==> src/rtl/dds_sample_sequencer_pkg.sv <==
// rtl/dds_sample_sequencer_pkg.sv - shared state encoding and default widths for the DDS sample sequencer
package dds_sample_sequencer_pkg;

    typedef enum logic [1:0] {
        ST_IDLE     = 2'd0,
        ST_ROM_WAIT = 2'd1,
        ST_LOAD     = 2'd2
    } state_t;

    localparam int DEF_ADDR_W  = 10;
    localparam int DEF_DATA_W  = 10;
    localparam int DEF_PHASE_W = 16;
    localparam int DEF_CLK_DIV = 5000;
    localparam int DEF_ROM_LAT = 2;
    localparam int FREQ_W      = 10;

endpackage

==> src/rtl/dds_sample_sequencer_sample_tick_gen.sv <==
// rtl/dds_sample_sequencer_sample_tick_gen.sv - sample-rate divider producing a registered one-cycle tick
module dds_sample_sequencer_sample_tick_gen
    import dds_sample_sequencer_pkg::*;
#(
    parameter int CLK_DIV = DEF_CLK_DIV
) (
    input  logic clk,
    input  logic rst,
    input  logic enable,
    output logic sample_tick
);

    localparam int CNT_W = $clog2(CLK_DIV);

    logic [CNT_W-1:0] cnt;

    // Counter parks at zero while disabled so re-enabling gives a full period before the next tick.
    always_ff @(posedge clk) begin
        if (rst) begin
            cnt         <= '0;
            sample_tick <= 1'b0;
        end else if (!enable) begin
            cnt         <= '0;
            sample_tick <= 1'b0;
        end else if (cnt == CNT_W'(CLK_DIV - 1)) begin
            cnt         <= '0;
            sample_tick <= 1'b1;
        end else begin
            cnt         <= cnt + 1'b1;
            sample_tick <= 1'b0;
        end
    end

endmodule

==> src/rtl/dds_sample_sequencer.sv <==
// rtl/dds_sample_sequencer.sv - tick -> phase accumulate -> ROM wait -> DAC/PWM load sequencer with overrun flag
module dds_sample_sequencer
    import dds_sample_sequencer_pkg::*;
#(
    parameter int CLK_DIV = DEF_CLK_DIV,
    parameter int PHASE_W = DEF_PHASE_W,
    parameter int ADDR_W  = DEF_ADDR_W,
    parameter int DATA_W  = DEF_DATA_W,
    parameter int ROM_LAT = DEF_ROM_LAT
) (
    input  logic              clk,
    input  logic              rst,
    input  logic              enable,
    input  logic [FREQ_W-1:0] freq_step,
    output logic [ADDR_W-1:0] rom_addr,
    input  logic [DATA_W-1:0] rom_data,
    output logic [DATA_W-1:0] dac_data,
    output logic              dac_load,
    output logic              pwm_load,
    input  logic              dac_busy,
    output logic              sample_tick,
    output logic              overrun,
    input  logic              overrun_clr
);

    localparam int WAIT_W = (ROM_LAT > 1) ? $clog2(ROM_LAT) : 1;

    state_t              state;
    state_t              state_nxt;
    logic [PHASE_W-1:0]  phase;
    logic [WAIT_W-1:0]   wait_cnt;
    logic                wait_done;
    logic                accept;
    logic                capture;

    dds_sample_sequencer_sample_tick_gen #(
        .CLK_DIV (CLK_DIV)
    ) u_sample_tick_gen (
        .clk         (clk),
        .rst         (rst),
        .enable      (enable),
        .sample_tick (sample_tick)
    );

    assign wait_done = (wait_cnt == WAIT_W'(ROM_LAT - 1));
    assign rom_addr  = phase[PHASE_W-1 -: ADDR_W];
    assign pwm_load  = dac_load;

    always_ff @(posedge clk) begin
        if (rst) begin
            state <= ST_IDLE;
        end else begin
            state <= state_nxt;
        end
    end

    always_comb begin
        state_nxt = state;
        case (state)
            ST_IDLE:     if (sample_tick) state_nxt = ST_ROM_WAIT;
            ST_ROM_WAIT: if (wait_done)   state_nxt = ST_LOAD;
            ST_LOAD:     if (!dac_busy)   state_nxt = ST_IDLE;
            default:                      state_nxt = ST_IDLE;
        endcase
    end

    always_comb begin
        accept  = (state == ST_IDLE) && sample_tick;
        capture = (state == ST_LOAD) && !dac_busy;
    end

    // A tick outside IDLE is dropped; only the sticky flag records it, and it outranks a clear.
    always_ff @(posedge clk) begin
        if (rst) begin
            phase    <= '0;
            wait_cnt <= '0;
            dac_data <= '0;
            dac_load <= 1'b0;
            overrun  <= 1'b0;
        end else begin
            dac_load <= capture;
            if (accept) begin
                phase <= phase + PHASE_W'(freq_step);
            end
            if (accept) begin
                wait_cnt <= '0;
            end else if (state == ST_ROM_WAIT) begin
                wait_cnt <= wait_cnt + 1'b1;
            end
            if (capture) begin
                dac_data <= rom_data;
            end
            if (sample_tick && (state != ST_IDLE)) begin
                overrun <= 1'b1;
            end else if (overrun_clr) begin
                overrun <= 1'b0;
            end
        end
    end

endmodule

==> config.mk <==
export PLATFORM = sky130hd
export DESIGN_NAME = dds_sample_sequencer
export DESIGN_NICKNAME = d
export VERILOG_FILES = /design/src/rtl/dds_sample_sequencer_pkg.sv /design/src/rtl/dds_sample_sequencer_sample_tick_gen.sv /design/src/rtl/dds_sample_sequencer.sv
export SDC_FILE = /design/constraint.sdc
export NUM_CORES = 1
export LEC_CHECK = 0
export BUFFER_PORTS_ARGS = -buffer_cell sky130_fd_sc_hd__buf_2
export CAP_MARGIN = 20
export CELL_PAD_IN_SITES_DETAIL_PLACEMENT = 0
export CELL_PAD_IN_SITES_GLOBAL_PLACEMENT = 1
export CORE_UTILIZATION = 41
export DETAILED_ROUTE_END_ITERATION = 16
export PLACE_DENSITY_LB_ADDON = 0.15
export SYNTH_ARGS = -nofsm -noshare
export SYNTH_HDL_FRONTEND = slang
export SYNTH_SLANG_ARGS = --single-unit
export TNS_END_PERCENT = 10
==> constraint.sdc <==
create_clock -name clk -period 2.61 [get_ports clk]
set_clock_uncertainty 0.2 [all_clocks]
set_input_delay 0.522 -clock clk [delete_from_list [all_inputs] [get_ports clk]]
set_output_delay 0.522 -clock clk [all_outputs]
set_load 0.02 [all_outputs]
# Word-level counts from Yosys, hierarchy flattened
# Cells that the tools add are included.
op_classes:
  n_addsub: 3
  n_eq_ne: 6
  mux: 7
  n_bitwise: 1
  n_reduce_logical: 11
ops:
  columns: ["cell", "count"]
  rows:
  - ["adder 16 x 10 -> 16 bit", 1]
  - ["adder 13 x 1 -> 13 bit, second input constant", 1]
  - ["== test 13 bit, second input constant", 1]
  - ["2-to-1 mux 2 bit", 3]
  - ["case mux 2 bit (3 select lines)", 1]
  - ["inequality test 2 bit, second input constant", 2]
  - ["nonzero test 2 bit", 2]
  - ["OR reduction 2 bit", 2]
  - ["logical AND 1 bit", 3]
  - ["2-to-1 mux 1 bit", 3]
  - ["AND reduction 3 bit", 1]
  - ["OR reduction 3 bit", 1]
  - ["== test 2 x 1 -> 1 bit, second input constant", 1]
  - ["== test 2 bit, second input constant", 1]
  - ["logical NOT 2 bit", 1]
  - ["inequality test 2 x 1 -> 1 bit, second input constant", 1]
  - ["adder 1 bit, second input constant", 1]
  - ["logical NOT 1 bit", 1]
  - ["inverter 1 bit", 1]
totals:
  register_bits: 45
  elab_cells: 36

# Depth between registers and ports, before layout
depth:
  depth_word: 3
  ltp_mapped: 8

# By module
# A second synthesis with hierarchy kept.
hier_totals:
  hier_cells: 267
  hier_area_um2: 2361.0
modules_own_cells:
  columns: ["mod", "n_inst", "cells_per_inst", "area_per_inst_um2"]
  rows:
  - ["dds_sample_sequencer", 1, 201, 1756.7]
  - ["dds_sample_sequencer_sample_tick_gen", 1, 66, 604.3]

# Least setup slack after synthesis
# Ideal clock, no wire load.
synth_timing:
  kind: "input to register"
  from: "input freq_step[6]"
  to: "register phase[14]"
  setup_time_ns: 0.079
  arrival_ns: 2.015
  required_time_ns: 2.331
  slack_ns: 0.316
  stages: 6
  n_path_buf: 1
  path_cell_list: "ha_1 -> buf_6 -> a2111oi_4 -> a211oi_4 -> or4b_1 -> o211ai_1"
synth_between:
  elab_chain_len: 1
synth_lines:
  columns: ["item", "line", "rtl"]
  rows:
  - ["from (decl)", "dds_sample_sequencer.sv:14", "input logic [FREQ_W-1:0] freq_step,"]
  - ["adder 16 x 10 -> 16 bit", "dds_sample_sequencer.sv:83", "phase <= phase + PHASE_W'(freq_step);"]
  - ["to (signal assigned)", "dds_sample_sequencer.sv:83", null]
  - ["to (decl)", "dds_sample_sequencer.sv:30", "logic [PHASE_W-1:0] phase;"]
# Every way passes these cells.
# A chain may end at the register's enable or synchronous reset.

# Final worst setup path
layout_timing:
  from: "register phase[6]"
  to: "register phase[15]"
layout_between:
  elab_chain_len: 1
layout_lines:
  columns: ["item", "line"]
  rows:
  - ["adder 16 x 10 -> 16 bit", "dds_sample_sequencer.sv:83"]
# Every way passes these cells.

==> metrics.txt <==
DP Wirelength=around 3.6 mm; post-synthesis cell type count=between 40 and 50; number of cells in the finished layout apart from fillers=393; Rel. slew slack=0.6508; Inserted Diodes=0; Max Slew Vio Count=0; fin util=0.5029; CP required=2.65 ns; FFs w/ async S/R, synth=0; drt wl/cell=around 13 µm; Logic pwr share=0.051; layout cells sized above 1=0.2243; Overall Power=around 1.4 mW; Final min period=between 2 and 2.5 ns; switching pwr=between 0.2 and 0.3 mW; Ys Warns=0; Setup Viol. Count Final=0; initial drt markers=49; Clk pwr share=0.451; Worst-path clk slew=0.09 ns; Area Growth Syn to Fin=16.49%; # hold bufs at CTS=0; port bufs=48; RSZ-0062 raised after global routing=false; row cnt=27; residual DRC count=0; pwr dens=490.7 mW/mm²; Final nets=357; Die Y=just under 80 µm; ys flop type=dfxtp_1; fmax=458.2 MHz; CP endpoint kind=register; Buf/Inv on CP=0; CTS tree=yes; syn_nets=315; worst-case vdd ir drop=0.3023 mV; Avg Synthesized Cell Area=8.709 µm²; Worst Path Class, Setup=reg2reg; post-placement worst setup slack=between 0.15 and 0.2 ns; Critical Path AT=around 2.2 ns; Die W=between 70 and 80 µm; CTS Buffer Depth=2; switching portion of total power=0.2067; endpoints failing hold=0; min-delay worst type=in2reg; Total GRT Usage=0.1783; Starting Density=0.4317; Worst Setup Start Kind=register; Post-Synthesis Cell Area=approximately 0.0024 mm²; worst setup margin=0.4277 ns; number of global-route vias before repair=1950; register area share after synthesis=0.3721; number of antenna violations at the first check in global routing=0; post-cts sizing count=0; H-tree depth=2; slowest cell delay on critical path=0.44 ns; Via density=5.079; Post-synth EDFFs=0; vias=around 2000; GP Congestion=0.7387; post-CTS setup buffer count=0; Inst Count DP=385; drt pass-1 iters=4; Routed Antenna Nets=0; Post-DP Area=0.002686 mm²; largest net degree at the start of global routing=20; Cell Chain, Critical Path=ha_1, a2111oi_4, a211oi_4, a211oi_2, or3_1, a21oi_1; global-route wire length before repair=between 8 and 9 mm; Clk Latency, worst-skew pair=0.30 ns; crit path max fanout=9; synthesized netlist cell count=278; LEAKAGE=approximately 1.1 nW; MaxCap Viol Count=0; fin crit share=0.8361; Setup TNS=0 ns; Int Power=1.098 mW; GRT overflow=0; num ports=49; Tightest Pin Transition=0.5225 ns; outcome=completed; number of synthesized register bits=45; WL final=a little over 5 mm; die area=approximately 0.0062 mm²; Finished Cell Area=0.002820 mm²; clk root buf=clkbuf_8; Worst path top cell family by delay=compound AO/OA/AOI/OAI gates; Hold Slack=0.2436 ns; CP max-delay cell=a211oi_4; cts bufs inserted=5; share of power burned in registers=0.498; CORE AREA=0.005608 mm²; Num Clock Sinks=45
-- power groups by stage --
stage               sequential [mW]  combinational, mW  clock (mW)
finish                        0.689             0.0706       0.625
global route                  0.689             0.0794       0.674
CTS                           0.689             0.0711       0.651
detailed placement            0.705             0.0706           0
global placement              0.705             0.0706           0
floorplan                     0.705             0.0412           0
-- cell usage after synthesis (2+ instances only) --
cell type | n | area (µm²)
nor2_1 | 35 | 131.4
clkbuf_1 | 6 | 22.52
inv_1 | 10 | 37.54
nand3b_1 | 2 | 15.01
and2_1 | 2 | 12.51
a21oi_1 | 17 | 85.08
or3_1 | 2 | 12.51
xnor2_1 | 7 | 61.31
nor2b_1 | 2 | 12.51
o211ai_1 | 3 | 22.52
a21boi_1 | 2 | 15.01
buf_2 | 2 | 10.01
dfxtp_1 | 45 | 900.9
a31oi_1 | 3 | 18.77
nor3b_1 | 6 | 45.04
mux2i_1 | 13 | 130.1
a211oi_1 | 2 | 15.01
and3_1 | 4 | 25.02
nand4_1 | 3 | 18.77
nor3_1 | 6 | 30.03
buf_4 | 11 | 82.58
nor4b_1 | 6 | 52.55
o21ai_0 | 7 | 35.03
ha_1 | 11 | 137.6
nand2b_1 | 2 | 12.51
nand2_1 | 21 | 78.83
xor2_1 | 9 | 78.83
nand3_1 | 18 | 90.09
-- worst register-to-register path, cell delays in order (launching register included) --
cell and delay [ns]:
dfxtp_1 0.34, ha_1 0.39, a2111oi_4 0.13, a211oi_4 0.44
a211oi_2 0.12, or3_1 0.37, a21oi_1 0.14
-- state kept, by name, summed over array words and instances (netlist names) --
signal and cells:
dac_data 10, dac_load 1, overrun 1, phase 16, state 2, u_sample_tick_gen.cnt 13, u_sample_tick_gen.sample_tick 1, wait_cnt 1
-- cells by family after synthesis --
group	count (synthesis)	synth area share
multiplexers	13	0.05374
adder cells (fa/ha/maj)	12	0.06512
flip-flops	45	0.3721
AND/OR/NAND/NOR	114	0.2434
buffers and inverters	31	0.06925
AO/OA/AOI/OAI	47	0.1385
XOR/XNOR	16	0.05788
-- cell type report --
class	instances	area [µm²]
Inverter	10	37.54
Sequential cell	45	900.9
Fill cell	591	2788
Clock buffer	5	68.82
Timing Repair Buffer	56	300.3
Multi-Input combinational cell	202	1358
Clock inverter	3	65.06
Tap cell	72	90.09
-- layer usage --
metal  part of all wire  GRT usage  up-vias
li1                   -          -     1050
met1               0.50     0.2295      910
met2               0.45     0.2939       33
met3              0.041    0.04598        3
met4             0.0071    0.05091        0
met5                  0          0        -
-- placed cells by master, fill, tap and decap left out, types with 2 or more instances in the layout --
cell and instances:
clkbuf_8 5, nor3_1 6, bufinv_16 2, inv_1 10
o211ai_1 3, ha_1 11, xnor2_1 7, buf_4 8
nand2b_1 2, nand4_1 3, dfxtp_1 45, nor2_1 35
and3_1 4, a31oi_1 3, mux2i_1 13, buf_2 48
a21oi_1 17, nand3b_1 2, nand3_1 18, or3_1 2
o21ai_0 7, nor4b_1 6, and2_1 2, a211oi_1 2
nand2_1 21, nor3b_1 5, a21boi_1 2, nor2b_1 2
xor2_1 9
-- final timing paths --
kind,from,end,slack [ns],cells past startpoint
max,phase[6]$_SDFFE_PP0P_,phase[15]$_SDFFE_PP0P_,0.43,6
min,rom_data[2],dac_data[2]$_SDFFE_PP0P_,0.24,3
max reg2reg,phase[6]$_SDFFE_PP0P_,phase[15]$_SDFFE_PP0P_,0.43,6
min reg2reg,u_sample_tick_gen.cnt[0]$_SDFF_PP0_,u_sample_tick_gen.cnt[0]$_SDFF_PP0_,0.25,1
Power figures use the tool's default switching activity.
